### src/rtl/id_ex_stage.sv
// rtl/id_ex_stage.sv - ID/EX pipeline register with operand forwarding and load-use hazard unit
//
// Purpose:
//   Registers decoded ID fields into the EX slot and drives the ALU inputs.
//   ALU operands are forwarded from the EX/MEM and MEM/WB stages.
//   A load-use hazard inserts a bubble; a taken branch/jump squashes the slot.
//   stall_cnt is a saturating count of load-use stall cycles.
//
// Ports:
//   clk, rst                      clock (rising edge), async active-high reset
//   id_*                          decoded instruction fields from ID
//   mem_stall                     freeze: hold all EX state
//   branch_taken                  taken branch/jump resolved in EX this cycle
//   exm_rd/_reg_write/_result     EX/MEM forwarding source
//   wb_rd/_reg_write/_result      MEM/WB forwarding source
//   ex_valid, ex_pc, ex_in1, ex_in2, ex_alu_ctrl, ex_store_data, ex_rd,
//   ex_reg_write, ex_mem_read, ex_mem_write   EX slot outputs
//   stall_id                      hold PC and IF/ID this cycle (combinational)
//   stall_cnt                     saturating load-use stall counter
module id_ex_stage #(
  parameter int XLEN   = 32,
  parameter int REG_AW = 5,
  parameter int CNT_W  = 16
) (
  input  logic              clk,
  input  logic              rst,
  input  logic              id_valid,
  input  logic [XLEN-1:0]   id_pc,
  input  logic [XLEN-1:0]   id_rs1_data,
  input  logic [XLEN-1:0]   id_rs2_data,
  input  logic [XLEN-1:0]   id_imm,
  input  logic [REG_AW-1:0] id_rs1,
  input  logic [REG_AW-1:0] id_rs2,
  input  logic [REG_AW-1:0] id_rd,
  input  logic [3:0]        id_alu_ctrl,
  input  logic              id_use_imm,
  input  logic              id_reg_write,
  input  logic              id_mem_read,
  input  logic              id_mem_write,
  input  logic              mem_stall,
  input  logic              branch_taken,
  input  logic [REG_AW-1:0] exm_rd,
  input  logic              exm_reg_write,
  input  logic [XLEN-1:0]   exm_result,
  input  logic [REG_AW-1:0] wb_rd,
  input  logic              wb_reg_write,
  input  logic [XLEN-1:0]   wb_result,
  output logic              ex_valid,
  output logic [XLEN-1:0]   ex_pc,
  output logic [XLEN-1:0]   ex_in1,
  output logic [XLEN-1:0]   ex_in2,
  output logic [3:0]        ex_alu_ctrl,
  output logic [XLEN-1:0]   ex_store_data,
  output logic [REG_AW-1:0] ex_rd,
  output logic              ex_reg_write,
  output logic              ex_mem_read,
  output logic              ex_mem_write,
  output logic              stall_id,
  output logic [CNT_W-1:0]  stall_cnt
);

  localparam logic [3:0] CTRL_NOP = 4'hF;

  logic [XLEN-1:0]   rs1_data_q;
  logic [XLEN-1:0]   rs2_data_q;
  logic [XLEN-1:0]   imm_q;
  logic [REG_AW-1:0] rs1_q;
  logic [REG_AW-1:0] rs2_q;
  logic              use_imm_q;
  logic [XLEN-1:0]   fwd1;
  logic [XLEN-1:0]   fwd2;
  logic              flush;
  logic              load_use;

  // Load in EX whose rd is read by the instruction in ID. A taken branch
  // kills the ID instruction anyway, and a freeze holds everything, so
  // neither should report a stall.
  assign load_use = id_valid && ex_valid && ex_mem_read && (ex_rd != '0) &&
                    ((id_rs1 == ex_rd) || (id_rs2 == ex_rd));
  assign stall_id = load_use && !branch_taken && !mem_stall;
  assign flush    = branch_taken && ex_valid;

  always_ff @(posedge clk or posedge rst) begin
    if (rst) begin
      ex_valid     <= 1'b0;
      ex_pc        <= '0;
      rs1_data_q   <= '0;
      rs2_data_q   <= '0;
      imm_q        <= '0;
      rs1_q        <= '0;
      rs2_q        <= '0;
      ex_rd        <= '0;
      use_imm_q    <= 1'b0;
      ex_alu_ctrl  <= CTRL_NOP;
      ex_reg_write <= 1'b0;
      ex_mem_read  <= 1'b0;
      ex_mem_write <= 1'b0;
      stall_cnt    <= '0;
    end else if (mem_stall) begin
      // hold all EX state
    end else if (flush || stall_id) begin
      // Bubble; payload is zeroed so the slot content is deterministic.
      ex_valid     <= 1'b0;
      ex_pc        <= '0;
      rs1_data_q   <= '0;
      rs2_data_q   <= '0;
      imm_q        <= '0;
      rs1_q        <= '0;
      rs2_q        <= '0;
      ex_rd        <= '0;
      use_imm_q    <= 1'b0;
      ex_alu_ctrl  <= CTRL_NOP;
      ex_reg_write <= 1'b0;
      ex_mem_read  <= 1'b0;
      ex_mem_write <= 1'b0;
      if (!flush && stall_cnt != '1) begin
        stall_cnt <= stall_cnt + CNT_W'(1);
      end
    end else begin
      ex_valid     <= id_valid;
      ex_pc        <= id_pc;
      rs1_data_q   <= id_rs1_data;
      rs2_data_q   <= id_rs2_data;
      imm_q        <= id_imm;
      rs1_q        <= id_rs1;
      rs2_q        <= id_rs2;
      ex_rd        <= id_rd;
      use_imm_q    <= id_use_imm;
      ex_alu_ctrl  <= id_valid ? id_alu_ctrl : CTRL_NOP;
      ex_reg_write <= id_reg_write & id_valid;
      ex_mem_read  <= id_mem_read  & id_valid;
      ex_mem_write <= id_mem_write & id_valid;
    end
  end

  // EX/MEM is the younger producer, so it wins over MEM/WB. x0 never forwards.
  always_comb begin
    fwd1 = rs1_data_q;
    if (exm_reg_write && exm_rd != '0 && exm_rd == rs1_q) begin
      fwd1 = exm_result;
    end else if (wb_reg_write && wb_rd != '0 && wb_rd == rs1_q) begin
      fwd1 = wb_result;
    end
  end

  always_comb begin
    fwd2 = rs2_data_q;
    if (exm_reg_write && exm_rd != '0 && exm_rd == rs2_q) begin
      fwd2 = exm_result;
    end else if (wb_reg_write && wb_rd != '0 && wb_rd == rs2_q) begin
      fwd2 = wb_result;
    end
  end

  assign ex_in1        = fwd1;
  assign ex_in2        = use_imm_q ? imm_q : fwd2;
  assign ex_store_data = fwd2;

endmodule

### config.mk
export PLATFORM = sky130hd
export DESIGN_NAME = id_ex_stage
export DESIGN_NICKNAME = d
export VERILOG_FILES = /design/src/rtl/id_ex_stage.sv
export SDC_FILE = /design/constraint.sdc
export NUM_CORES = 1
export LEC_CHECK = 0
export CAP_MARGIN = 5
export CORE_AREA = 3 3 149 151
export CTS_BUF_LIST = sky130_fd_sc_hd__clkbuf_8
export CTS_CLUSTER_DIAMETER = 30
export DETAILED_ROUTE_END_ITERATION = 16
export DIE_AREA = 0 0 152 154
export PLACE_DENSITY = 0.81
export SETUP_SLACK_MARGIN = 0.2
export SYNTH_ARGS = -nofsm -noshare
export SYNTH_HDL_FRONTEND = slang
export SYNTH_SLANG_ARGS = --single-unit
### constraint.sdc
create_clock -name clk -period 8.1 [get_ports clk]
set_input_delay 2.025 -clock clk [delete_from_list [all_inputs] [get_ports clk]]
set_output_delay 2.025 -clock clk [all_outputs]
set_load 0.005 [all_outputs]
# [After elaboration in Yosys (flattened, before gate mapping)]
# Cells that the tools add are included.
[op_classes] bitwise=4 mux=19 n_eq_ne=7 n_reduce_logical=23 addsub=1
[op_table] op="$mux W32" n=9
[op_table] op="$eq A5 B5 Y1" n=6
[op_table] op="$add A16 B1 Y16 const B" n=1
[op_table] op="$ne A16 B16 Y1 const B" n=1
[op_table] op="$mux W5" n=3
[op_table] op="$reduce_bool A5 Y1" n=3
[op_table] op="$logic_and A1 B1 Y1" n=14
[op_table] op="$mux W4" n=2
[op_table] op="$mux W1" n=5
[op_table] op="$and A1 B1 Y1" n=3
[op_table] op="$logic_not A1 Y1" n=3
[op_table] op="$reduce_and A3 Y1" n=1
[op_table] op="$logic_or A1 B1 Y1" n=2
[op_table] op="$not A1 Y1" n=1
[totals] ff_bits=168 word_cells=68 output_inout_bits=158 inputBits=232

# [Logic depth before layout (Yosys ltp)]
[depth] word_depth=8 ltp_mapped=8 mapped_depth_nobuf=6

# [Worst setup path before layout]
# OpenSTA, ideal clock, no wires.
[synth_path] path_kind="input to output" startpoint="in exm_rd[1]" endpoint="out ex_in2[12]" t_arrival_ps=3531 slack_ps=2544 n_path_buf=2 path_stages=7 required_ps=6075 cell_sequence="or4_1 > o211ai_2 > or2_1 > buf_4 > buf_8 > a31oi_2 > mux2_2"
[synth_between] elab_chain_cells=5
[synth_lines] item="from (decl)" line_no="42" source="input logic [REG_AW-1:0] exm_rd,"
[synth_lines] item="$reduce_bool A5 Y1" line_no="148" source="if (exm_reg_write && exm_rd != '0 && exm_rd == rs2_q) begin"
[synth_lines] item="$logic_and A1 B1 Y1" line_no="148"
[synth_lines] item="$logic_and A1 B1 Y1 *" line_no="148"
[synth_lines] item="$mux W32 *" line_no="148"
[synth_lines] item="named net ex_store_data[12]" line_no="53" source="output logic [XLEN-1:0] ex_store_data,"
[synth_lines] item="$mux W32 *" line_no="156" source="assign ex_in2 = use_imm_q ? imm_q : fwd2;"
[synth_lines] item="to (decl)" line_no="51" source="output logic [XLEN-1:0] ex_in2,"
# Mark *: on every way through the listed nets, which the timed path passes. The rest lies on a longest branch.

# [Final worst setup path]
[layout_path] startpoint="in exm_rd[1]" endpoint="out ex_in2[10]"
[layout_between] elab_chain_cells=5
[layout_lines] item="$reduce_bool A5 Y1" line_no="148"
[layout_lines] item="$logic_and A1 B1 Y1" line_no="148"
[layout_lines] item="$logic_and A1 B1 Y1 *" line_no="148"
[layout_lines] item="$mux W32 *" line_no="148"
[layout_lines] item="$mux W32 *" line_no="156"
# Mark *: on every way between the ends. The rest lies on a longest branch, timed or not.

==> impl_metrics.csv <==
group,metric,value,unit
run_status,status,"finished clean",
detailed_routing,routed-via-count,8147,
floorplanning,initial_core_util,40.6,%
detailed_routing,viasPerCell,5.68,
logic_synthesis,synth_top_cell_area_share,48.3,%
detailed_routing,drcViolationCount,0,
global_route,grt_pass1_vias,8409,
sta,fmaxAchievable,136,MHz
worst_setup_path,critical_path.reg2reg.endpoint,"rs2_data_q[7]",
sta,rsz0062_at_grt,"no",
logic_synthesis,netlist_top_cells_area,"sky130_fd_sc_hd__dfrtp_1 (48%), sky130_fd_sc_hd__a22o_1 (15%), sky130_fd_sc_hd__mux2i_1 (3.8%), sky130_fd_sc_hd__nor2_1 (3.5%), sky130_fd_sc_hd__xor2_1 (3.2%)",
logic_synthesis,yosys.area_share.adder,0.147,%
global_route,overflow,0,
logic_synthesis,synthesis.area,0.00850,mm2
logic_synthesis,synth_compound_gate_area_share,26.1,%
final_layout,num-nets-final,1379,
final_layout,multi_input_comb_area,0.00396,mm2
detailed_routing,final_antenna_net_count,0,
sta,finClkSkew,0.0209,ns
detailed_routing,drtPass1Iterations,5,
sta,final.period_utilization,91.1,%
floorplanning,ios,390,
floorplanning,floorplan.die.width,152,um
clocking,cts_inserted_buffers,17,
worst_setup_path,timing.critical_path.arrival,5.35,ns
run,reported_max_cap_violation_count,0,
clocking,post_cts.repair.setup_buffers,0,
clocking,cts.reportedPaths.clkPinSlew,0.08,ns
logic_synthesis,postSynth.topFlopCell,"sky130_fd_sc_hd__dfrtp_1",
clocking,tritoncts_clock_tree,"done",
worst_setup_path,crit_start,"exm_rd[1]",
sta,worst_slew_pin_slew,1.18,ns
global_route,grt_max_degree,103,
clocking,cts.repair.resized,0,
worst_setup_path,timing.critical_path.fanout_max,22,
worst_setup_path,critical_path.reg2reg.startpoint,"ex_rd[0]",
floorplanning,placeable_core_region,0.0210,mm2
clocking,tritoncts_num_sinks,168,
sta,setup_tns,0,ns
worst_setup_path,setup.worst_path.end_class,"output port",
worst_setup_path,reg2reg_setup_slack,5.73,ns
final_layout,layout.core_utilization,61.7,%
final_layout,diodes_inserted,0,
global_route,antenna_violations_before_repair,0,
logic_synthesis,ys_seq_elements,168,
pwr,power.density_cell_area,170,mW/mm2
detailed_routing,drt_iter0_markers,474,
final_layout,layout.filler_cells,1762,
floorplanning,die-area,0.0234,mm2
detailed_routing,overall_routed_net_length,31.9,mm
final_layout,share_of_layout_cells_above_drive_strength_1,7.94,%
final_layout,sequential_cell_area,0.00421,mm2
global_route,wire_length_of_the_first_global_routing_pass,48.9,mm
sta,setup_viol,0,
worst_setup_path,start_kind,"primary input",
clocking,clock_tree.root_cell,"sky130_fd_sc_hd__clkbuf_8",
floorplanning,die_y,154,um
sta,finalHoldViolCount,0,
hold_path,hp-class,"reg2reg",
place,numPortBuffers,389,
logic_synthesis,syn-instance-count,793,
logic_synthesis,synth_edf_count,0,
sta,timing.slew.headroom,21.6,%
worst_setup_path,timing.critical_path.required,6.08,ns
pwr,power.static_leakage,5.38,nW
logic_synthesis,synth_area_leader_cell,"sky130_fd_sc_hd__dfrtp_1",
floorplanning,placement_rows,53,
logic_synthesis,postSynthAreaPerCell,10.7,um2
detailed_routing,wire_per_inst,22.3,um
logic_synthesis,synth.distinct_cells,51,
clocking,cts_max_level,4,
pwr,power.ir.vdd_worst,0.0000936,V
worst_setup_path,worstSetupPathType,"in2out",
logic_synthesis,synthXorXnorAreaFrac,4.64,%
logic_synthesis,yosysSeqAreaShare,49.5,%
place,dp.final_hpwl,23.0,mm
clocking,worst_skew_pair.late_latency,0.45,ns
worst_setup_path,crit_path_end,"ex_in2[10]",
logic_synthesis,multiplexer_fraction_of_the_synthesized_cell_area,5.49,%
logic_synthesis,postSynth.asyncResetShare,100,%
logic_synthesis,synthesis.nets,1026,
sta,timing_max_transition_violations_final,0,
logic_synthesis,synthSimpleGateAreaFrac,9.77,%
logic_synthesis,ys_warn_count,0,
clocking,cts.path.max_buffers,2,
logic_synthesis,synth_top_family_by_area,"compound AO/OA/AOI/OAI gates",
place,place_congestion,0.957,
worst_setup_path,worst_r2r_path_depth,5,
final_layout,areaGrowthSynthToFinish,52.2,%
sta,finalCriticalPeriod,7.38,ns
clocking,holdBufCountCts,0,
global_route,track_usage,26.5,%
[final cells by class]
type | count | share of cell area [%]
multi-input cells | 543 | 30.6
flip-flops and latches | 168 | 32.5
inverters | 10 | 0.329
clock inverters | 15 | 1.02
clock buffers | 17 | 1.81
well taps | 275 | 2.66
repair buffers | 406 | 31.1
[cells in the final DEF (no fill, tap or decap), drive strengths merged, types with 2 or more instances in the layout]
cell / netlist / final
or2: 2 / 2
mux2: 13 / 13
a211oi: 20 / 20
o21ai: 14 / 14
a32o: 3 / 3
nor2: 79 / 79
nor4b: 3 / 3
nand2: 24 / 24
o211ai: 2 / 2
a21oi: 33 / 33
mux2i: 32 / 32
clkdlybuf4s50: 0 / 388
nand4: 5 / 5
clkinv: 0 / 3
a22o: 145 / 145
or4: 4 / 4
a21boi: 20 / 20
clkbuf: 32 / 17
xor2: 31 / 31
dfrtp: 164 / 164
nor3: 18 / 18
clkinvlp: 0 / 2
xnor2: 14 / 14
and3: 3 / 3
a32oi: 4 / 4
o31ai: 20 / 20
dfstp: 4 / 4
nand3: 20 / 20
buf: 40 / 18
nor4: 11 / 11
inv: 10 / 20
a31oi: 12 / 12
[registers in the layout, summed over array words and instances (netlist names)]
signal        flops
ex_valid          1
ex_pc            32
rs2_q             5
ex_mem_write      1
imm_q            32
ex_alu_ctrl       4
stall_cnt        16
ex_rd             5
rs1_q             5
rs2_data_q       32
use_imm_q         1
ex_reg_write      1
ex_mem_read       1
rs1_data_q       32
[how the worst min path moves through the flow]
stage,from,end,depth (start not counted)
after floorplan,ex_alu_ctrl[0],ex_alu_ctrl[0],2
after global placement,ex_alu_ctrl[0],ex_alu_ctrl[0],2
after detailed placement,ex_alu_ctrl[2],ex_alu_ctrl[2],2
after CTS,ex_alu_ctrl[1],ex_alu_ctrl[1],2
after global routing,ex_alu_ctrl[0],ex_alu_ctrl[0],2
final,ex_alu_ctrl[1],ex_alu_ctrl[1],2
[worst max-delay path: stages]
cell                              delay, ns
sky130_fd_sc_hd__clkdlybuf4s50_1       0.48
sky130_fd_sc_hd__or4_1                 0.60
sky130_fd_sc_hd__o211ai_2              0.17
sky130_fd_sc_hd__buf_4                 0.27
sky130_fd_sc_hd__or2_2                 0.59
sky130_fd_sc_hd__buf_4                 0.32
sky130_fd_sc_hd__nor2_1                0.07
sky130_fd_sc_hd__o31ai_1               0.25
sky130_fd_sc_hd__clkdlybuf4s50_1       0.56
[kinds of logic (layout without fill, tap and decap cells)]
kind of cell,after synthesis,after routing
adders and majority gates,1,1
xor gates and xnor gates,45,45
AOI/OAI and AO/OA,277,277
and+or+nand+nor,175,175
DFF,168,168
muxes,45,45
buffers and inverters,82,448
[through the flow]
stage / cell area [um2] / hold slack [ns] / cells / setup WS (ns) / power (W)
final: 12900 / 0.462 / 1434 / 0.721 / 0.00220
after global routing: 12900 / 0.483 / 1434 / 0.557 / 0.00231
after CTS: 12900 / 0.468 / 1434 / 0.736 / 0.00223
after detailed placement: 12600 / 0.453 / 1402 / 0.736 / 0.00164
after global placement: 12600 / 0.443 / 1402 / 0.791 / 0.00163
after floorplan: 8500 / 0.443 / 793 / 1.53 / 0.00124
[cell usage after synthesis (all sizes together) (2+ instances only)]
cell type and count:
a211oi 20, a21boi 20, a21oi 33, a22o 145, a31oi 12, a32o 3, a32oi 4, and3 3
buf 40, clkbuf 32, dfrtp 164, dfstp 4, inv 10, mux2 13, mux2i 32, nand2 24
nand3 20, nand4 5, nor2 79, nor3 18, nor4 11, nor4b 3, o211ai 2, o21ai 14
o31ai 20, or2 2, or4 4, xnor2 14, xor2 31
[where the power goes]
group	total, W	internal [W]	switching, W	leakage [nW]
combinational	0.000650	0.000386	0.000264	3.10
sequential	0.000974	0.000917	0.0000567	2.10
clock	0.000581	0.000226	0.000355	0.186
total	0.00220	0.00153	0.000676	5.38
[metal layers]
layer / share of wire [%] / vias to the layer above / global-route usage [%] / wire length, um
met4: 2.7 / 0 / 8.18 / 877
met3: 7.4 / 55 / 6.81 / 2350
met2: 51 / 397 / 46.9 / 16300
met5: 0 / - / 0 / 0
met1: 39 / 4021 / 31.6 / 12400
li1: - / 3674 / - / -
No activity file was read; power rests on OpenSTA's default activity.
